===== src/rtl/round_judge.sv =====
// round_judge: classifies each timed round as HIT/MISS/WRONG and keeps score and combo.
// Define ROUND_JUDGE_PERFECT_BONUS_EN to give fast hits a +2 score bonus.
module round_judge #(
   parameter int KEYS          = 4,
   parameter int TIME_W        = 4,
   parameter int SCORE_W       = 8,
   parameter int PERFECT_LIMIT = 2
) (
   input  logic               clk,
   input  logic               reset,
   input  logic               gameState,
   input  logic               window,
   input  logic               tick,
   input  logic [KEYS-1:0]    target,
   input  logic [KEYS-1:0]    keys,
   input  logic               result_ack,
   output logic               result_valid,
   output logic [1:0]         result_code,
   output logic [TIME_W-1:0]  reaction,
   output logic [SCORE_W-1:0] score,
   output logic [SCORE_W-1:0] combo,
   output logic               overrun
);

`ifdef ROUND_JUDGE_PERFECT_BONUS_EN
   localparam logic BONUS = 1'b1;
`else
   localparam logic BONUS = 1'b0;
`endif

   localparam logic [1:0] C_NONE  = 2'b00;
   localparam logic [1:0] C_HIT   = 2'b01;
   localparam logic [1:0] C_MISS  = 2'b10;
   localparam logic [1:0] C_WRONG = 2'b11;

   localparam logic [TIME_W-1:0]  T_MAX = '1;
   localparam logic [SCORE_W-1:0] S_MAX = '1;
   localparam logic [TIME_W-1:0]  P_LIM = TIME_W'(PERFECT_LIMIT);

   typedef enum logic [1:0] {
      S_IDLE, S_ARMED, S_WAIT, S_REPORT
   } state_t;

   state_t              state_q, state_d;
   logic [KEYS-1:0]     k1_q, k2_q;
   logic                win_q;
   logic [KEYS-1:0]     tgt_q, tgt_d;
   logic [TIME_W-1:0]   react_q, react_d;
   logic [1:0]          code_q, code_d;
   logic [SCORE_W-1:0]  score_q, score_d;
   logic [SCORE_W-1:0]  combo_q, combo_d;
   logic                ovr_q, ovr_d;

   logic [KEYS-1:0]     press;
   logic                rise, fall;
   logic                enter, perfect;
   logic [SCORE_W:0]    inc, sum;

   assign press = k1_q & ~k2_q;
   assign rise  = window & ~win_q;
   assign fall  = ~window & win_q;

   // State and datapath registers, including key/window history
   always_ff @(posedge clk) begin
      if (reset) begin
         state_q <= S_IDLE;
         k1_q    <= '0;
         k2_q    <= '0;
         win_q   <= 1'b0;
         tgt_q   <= '0;
         react_q <= '0;
         code_q  <= C_NONE;
         score_q <= '0;
         combo_q <= '0;
         ovr_q   <= 1'b0;
      end else begin
         state_q <= state_d;
         k1_q    <= keys;
         k2_q    <= k1_q;
         win_q   <= window;
         tgt_q   <= tgt_d;
         react_q <= react_d;
         code_q  <= code_d;
         score_q <= score_d;
         combo_q <= combo_d;
         ovr_q   <= ovr_d;
      end
   end

   // Next state, round classification and reaction timing
   always_comb begin
      state_d = state_q;
      tgt_d   = tgt_q;
      react_d = react_q;
      code_d  = code_q;
      ovr_d   = ovr_q;
      if (!gameState) begin
         state_d = S_IDLE;
      end else begin
         unique case (state_q)
            S_IDLE: begin
               if (rise) begin
                  tgt_d   = target;
                  react_d = '0;
                  code_d  = C_NONE;
                  state_d = S_ARMED;
               end
            end
            S_ARMED: begin
               if (press != '0) begin
                  code_d  = (press == tgt_q) ? C_HIT : C_WRONG;
                  state_d = fall ? S_REPORT : S_WAIT;
               end else begin
                  if (tick && react_q != T_MAX)
                     react_d = react_q + 1'b1;
                  if (fall) begin
                     code_d  = (tgt_q != '0) ? C_MISS : C_HIT;
                     state_d = S_REPORT;
                  end
               end
            end
            S_WAIT: begin
               if (fall)
                  state_d = S_REPORT;
            end
            S_REPORT: begin
               if (rise && !result_ack) begin
                  ovr_d   = 1'b1;
                  tgt_d   = target;
                  react_d = '0;
                  code_d  = C_NONE;
                  state_d = S_ARMED;
               end else if (result_ack) begin
                  state_d = S_IDLE;
               end
            end
         endcase
      end
   end

   // Score/combo update once, as the FSM enters REPORT
   always_comb begin
      score_d = score_q;
      combo_d = combo_q;
      enter   = (state_d == S_REPORT) && (state_q != S_REPORT);
      perfect = BONUS && (tgt_q != '0) && (react_d < P_LIM);
      inc     = perfect ? (SCORE_W+1)'(2) : (SCORE_W+1)'(1);
      sum     = {1'b0, score_q} + inc;
      if (enter) begin
         if (code_d == C_HIT) begin
            score_d = sum[SCORE_W] ? S_MAX : sum[SCORE_W-1:0];
            combo_d = (combo_q == S_MAX) ? S_MAX : combo_q + 1'b1;
         end else begin
            combo_d = '0;
         end
      end
   end

   // Result outputs; code is only presented while a result is pending
   always_comb begin
      result_valid = (state_q == S_REPORT);
      result_code  = result_valid ? code_q : C_NONE;
      reaction     = react_q;
      score        = score_q;
      combo        = combo_q;
      overrun      = ovr_q;
   end

endmodule


===== config.mk =====
export PLATFORM = sky130hd
export DESIGN_NAME = round_judge
export DESIGN_NICKNAME = d
export VERILOG_FILES = /design/src/rtl/round_judge.sv
export SDC_FILE = /design/constraint.sdc
export NUM_CORES = 1
export LEC_CHECK = 0
export ABC_AREA = 1
export CAP_MARGIN = 0
export CORE_MARGIN = 2
export CORE_UTILIZATION = 35
export CTS_CLUSTER_DIAMETER = 100
export DETAILED_ROUTE_END_ITERATION = 10
export GPL_TIMING_DRIVEN = 0
export PLACE_DENSITY_LB_ADDON = 0.25
export SETUP_SLACK_MARGIN = 0.05
export SKIP_CTS_REPAIR_TIMING = 1
export SYNTH_ARGS = -nofsm -noshare
export SYNTH_HDL_FRONTEND = slang
export SYNTH_SLANG_ARGS = --single-unit

===== constraint.sdc =====
create_clock -name clk -period 5.4 [get_ports clk]
set_input_delay 0.54 -clock clk [delete_from_list [all_inputs] [get_ports clk]]
set_output_delay 0.54 -clock clk [all_outputs]
set_load 0.01 [all_outputs]

# ---- After elaboration in Yosys (flattened, before gate mapping)
# Cells that the tools add are included.
dict set report word_totals {
  register_bits 38
  in_bits 14
  output_inout_bits 24
  elab_cells 73
}
dict set report classes {
  addsub 3
  n_eq_ne 13
  muxes 28
  bitwise 6
  n_reduce_logical 13
}
# op n
set ops {}
lappend ops {{$mux 2} 14}
lappend ops {{$mux 4} 6}
lappend ops {{$mux 8} 3}
lappend ops {{$pmux 4 s3} 1}
lappend ops {{$add 8x1->9 const B} 1}
lappend ops {{$add 8x1->8 const B} 1}
lappend ops {{$eq 8x8->1 const B} 1}
lappend ops {{$ne 2x2->1 const B} 4}
lappend ops {{$pmux 2 s4} 1}
lappend ops {{$pmux 4 s2} 1}
lappend ops {{$reduce_bool 4->1} 2}
lappend ops {{$eq 2x2->1 const B} 3}
lappend ops {{$pmux 2 s3} 1}
lappend ops {{$reduce_and 6->1} 1}
lappend ops {{$add 4x1->4 const B} 1}
lappend ops {{$and 4x4->4} 1}
lappend ops {{$eq 2x1->1 const B} 2}
lappend ops {{$eq 4x4->1} 1}
lappend ops {{$ne 4x4->1 const B} 1}
lappend ops {{$not 4->4} 1}
lappend ops {{$reduce_and 4->1} 1}
lappend ops {{$logic_and 1x1->1} 3}
lappend ops {{$reduce_and 3->1} 1}
lappend ops {{$reduce_bool 3->1} 1}
lappend ops {{other kinds (8)} 10}

# ---- Depth between registers and ports, before layout
dict set report logic_depth {
  ltp_word 9
  ltp_mapped 14
  mapped_depth_nobuf 14
}

# ---- Worst setup path after synthesis
# Ideal clock, no wire load.
dict set report synth_timing {
  kind {reg2reg}
  start {register state_q[1]}
  end {register score_q[6] (netlist: score[6])}
  setup_time_ns 0.067
  arrival_ns 1.707
  t_required_ns 5.333
  slack_ns 3.626
  stages_incl_launch_ff 13
  n_path_buf 1
  path_cell_list {dfxtp_1 -> ha_1 -> inv_2 -> nor2_2 -> o21ai_1 -> nand2_1 -> inv_1 -> nand2_2 -> nand2_4 -> nor2_8 -> buf_6 -> nand4_2 -> a21oi_2}
}
# element line
set synth_rtl {}
lappend synth_rtl {{start: declaration} 44} ;# state_t state_q, state_d;
lappend synth_rtl {{start signal: assignment} 77} ;# state_q <= state_d;
lappend synth_rtl {{$eq 2x2->1 *} n/a}
lappend synth_rtl {{via result_valid} 17} ;# output logic result_valid,
lappend synth_rtl {{$pmux 2 s4} 100} ;# unique case (state_q)
lappend synth_rtl {{$mux 2} 97} ;# if (!gameState) begin
lappend synth_rtl {{$eq 2x2->1} 145} ;# enter = (state_d == S_REPORT) && (state_q != S_REPORT);
lappend synth_rtl {{$logic_and 1x1->1} 145}
lappend synth_rtl {{$reduce_and 2->1 (no line) *} n/a}
lappend synth_rtl {{end signal: assignment} 84} ;# score_q <= score_d;
lappend synth_rtl {{end: declaration} 50} ;# logic [SCORE_W-1:0] score_q, score_d;
# Mark *: on every way through the listed nets, which the timed path passes. The rest lies on a longest branch.
# A chain may end at the register's enable or synchronous reset.

# ---- Final worst setup path
dict set report layout_timing {
  start {register state_q[1]}
  end {output result_code[0]}
}
dict set report layout_via {
  elab_chain_len 2
}
# element line
set layout_lines {}
lappend layout_lines {{$eq 2x2->1} 161} ;# result_valid = (state_q == S_REPORT);
lappend layout_lines {{$mux 2} 162} ;# result_code = result_valid ? code_q : C_NONE;
lappend layout_lines {{end: declaration} 18} ;# output logic [1:0] result_code,
# Every way passes these cells.

==> results.py <==
metrics = {
    "synthesis": {
        "synth_xor_area_share_pct": 1.21,
        "synth_nets": 332,
        "synth-adder-area-share_pct": 4.04,
        "synth_area_per_cell_sq_um": 6.96,
        "synth-seq-area-share_pct": 35.1,
        "synth-compound-area-share_pct": 12.9,
        "yosys_warnings": 0,
        "syn_area_sq_um": 2170,
        "synth_seq_cells": 38,
        "synth-simple-area-share_pct": 36.4,
        "yosys-mux-area-fraction_pct": 0,
        "synth_top_family_by_area": "simple AND/OR/NAND/NOR gates",
        "syn_inst": 311,
        "yosysUniqueCellTypes": 38,
    },
    "timing": {
        "setup_viol": 0,
        "max_slew_margin_pct": 64.6,
        "min_period_over_period_pct": 42.3,
        "min_period_ns": 2.29,
        "layout_setup_ws_ns": 3.11,
        "tightest_slew_ns": 0.530,
        "drv_slew": 0,
        "finalClockSkew_ns": 0.00550,
        "final_hold_viol_count": 0,
        "fmaxAchievable_mhz": 437,
        "tns_ns": 0,
        "rsz0062_at_grt": "no",
    },
    "grt": {
        "antenna_found_initial": 0,
        "grt_usage_pct": 15.8,
        "top_usage_layer": "met2",
        "use_met3_pct": 3.59,
        "gr-total-overflow": 0,
        "grt_pass1_vias": 1902,
        "grt_pass1_wl_um": 8400,
        "grt_max_degree": 12,
        "gr-usage-met2_pct": 24.6,
        "use_met1_pct": 21.5,
    },
    "worst_setup_path": {
        "critPathKind": "reg2out",
        "worstSetupEndpointType": "output pin",
        "cp_data_required_time_ns": 4.86,
        "arrival_ns": 1.75,
        "start_kind": "flip-flop",
        "critPathMaxFanout": 6,
    },
    "clock_tree": {
        "clock_latency_ns": 0.29,
        "tritoncts": "yes",
        "cts.reportedPaths.clkPinSlew_ns": 0.07,
        "htreeDepth": 2,
        "cts.path.max_buffers": 2,
        "cts_sinks": 38,
        "cts_root_buf": "clkbuf_8",
        "cts_made_buffers": 5,
    },
    "die": {
        "initial_core_util_pct": 36.4,
        "fp.dieH_um": 82.7,
        "dieArea_sq_um": 6830,
        "chipWidth_um": 82.7,
        "ios": 38,
        "rows": 28,
        "core_sq_um": 5960,
    },
    "routing": {
        "ant_nets": 0,
        "wl_per_cell_um": 11.2,
        "drt_iter0_drc": 62,
        "drt_wl_total_um": 4810,
        "vias": 2081,
        "routed_via_density": 4.83,
        "drc": 0,
        "firstDrtPassIters": 4,
    },
    "placement": {
        "dp_hpwl_um": 3560,
        "io_buffers": 37,
        "pre_cts_slack_ns": 2.97,
        "routabilityCongestion": 0.790,
    },
    "power_and_ir_drop": {
        "p_leak_uw": 0.00115,
        "ir_drop_mv": 0.0979,
        "power_density_nw_per_um2": 217,
    },
    "outcome": {
        "status": "completed",
    },
    "cells_and_area": {
        "antenna_cells": 0,
        "area_delta_synth_final_pct": 26.5,
        "final_net_count": 376,
        "drive_above_1_share_pct": 10.4,
    },
    "worst_hold_path": {
        "min_path_type": "reg2reg",
    },
    "flow_run": {
        "drv_cap": 0,
    },
}
## stage by stage
step / instances / power, uW / cell area [sq um] / utilization, % / hold slack (ns)
6_report: 431 / 596 / 2740 / 46.0 / 0.435
5_1_grt: 431 / 629 / 2740 / 46.0 / 0.459
3_3_place_gp: 423 / 375 / 2630 / 44.2 / 0.427
4_1_cts: 431 / 606 / 2740 / 46.0 / 0.439
3_5_place_dp: 423 / 376 / 2630 / 44.2 / 0.434
2_1_floorplan: 311 / 350 / 2170 / - / 0.416
## cells in the final DEF, fill, tap and decap left out, drive strengths merged
cell           instances
o21ai                 23
xor2                   1
or2                    5
clkbuf                10
nand4                 18
clkdlybuf4s50         37
a31oi                  2
nand3                 21
and3                   1
o211ai                 1
clkinv                 1
a21o                   1
dfxtp                 38
ha                     7
nor3                   7
nand2                 68
xnor2                  2
a21oi                 26
buf                    4
nor2                  36
inv                   45
nor3b                  2
## cells by family (layout without fill, tap and decap cells)
group,Yosys count,in the layout
fa+ha+maj,7,7
compound gates,53,53
simple gates,158,158
flops,38,38
xor+xnor,3,3
buf+inv,52,97
## cell type report
class / count / area, sq um
Fill cell: 628 / 3220
Tap cell: 75 / 93.8
Inverter: 46 / 178
Buffer: 6 / 45.0
Multi-Input combinational cell: 221 / 1180
Sequential cell: 38 / 761
Clock buffer: 8 / 110
Timing Repair Buffer: 37 / 370
## cell usage after synthesis, drive strengths merged
master  number  area [sq um]
clkbuf       2          7.51
xor2         1          8.76
clkinv       1          8.76
xnor2        2          17.5
or2          5          33.8
nor2        36           164
nand4       18           119
a31oi        2          12.5
buf          4          37.5
ha           7          87.6
dfxtp       38           761
a21oi       26           134
inv         45           169
nand3       21           130
nor3         7          40.0
and3         1          6.26
nand2       68           280
o211ai       1          7.51
o21ai       23           119
a21o         1          7.51
nor3b        2          15.0
## critical path, stage by stage, from the launching register on
cell and delay (ns):
dfxtp_1 0.44, ha_1 0.32, nand2_1 0.08, inv_1 0.09
clkdlybuf4s50_1 0.54
## routing by layer
metal	routed length, um	vias up
met5	0	-
met4	46	0
met3	146	6
met2	2150	38
met1	2470	927
li1	-	1110
## path summary, 6_finish.rpt
| path | startpoint | endpoint | slack, ns | cells after the start |
|---|---|---|---|---|
| setup / recovery | state_q[1] | result_code[0] | 3.11 | 4 |
| hold reg to reg | k1_q[1] | k2_q[1] | 0.43 | 2 |
| hold / removal | k1_q[1] | k2_q[1] | 0.43 | 2 |
| setup reg to reg | state_q[1] | score[5] | 3.42 | 12 |
## report_power, final
group | total, uW | internal, uW | switching, uW | leakage (uW)
Clock | 227 | 129 | 97.9 | 0.0000575
Combinational | 75.1 | 30.3 | 44.8 | 0.000783
Sequential | 294 | 288 | 5.74 | 0.000309
## sequential cells by signal (all words and copies together), names as in the netlist
signal	count
tgt_q	4
score	8
overrun	1
k1_q	4
win_q	1
k2_q	4
combo	8
reaction	4
code_q	2
state_q	2
No activity file was read; power rests on OpenSTA's default activity.
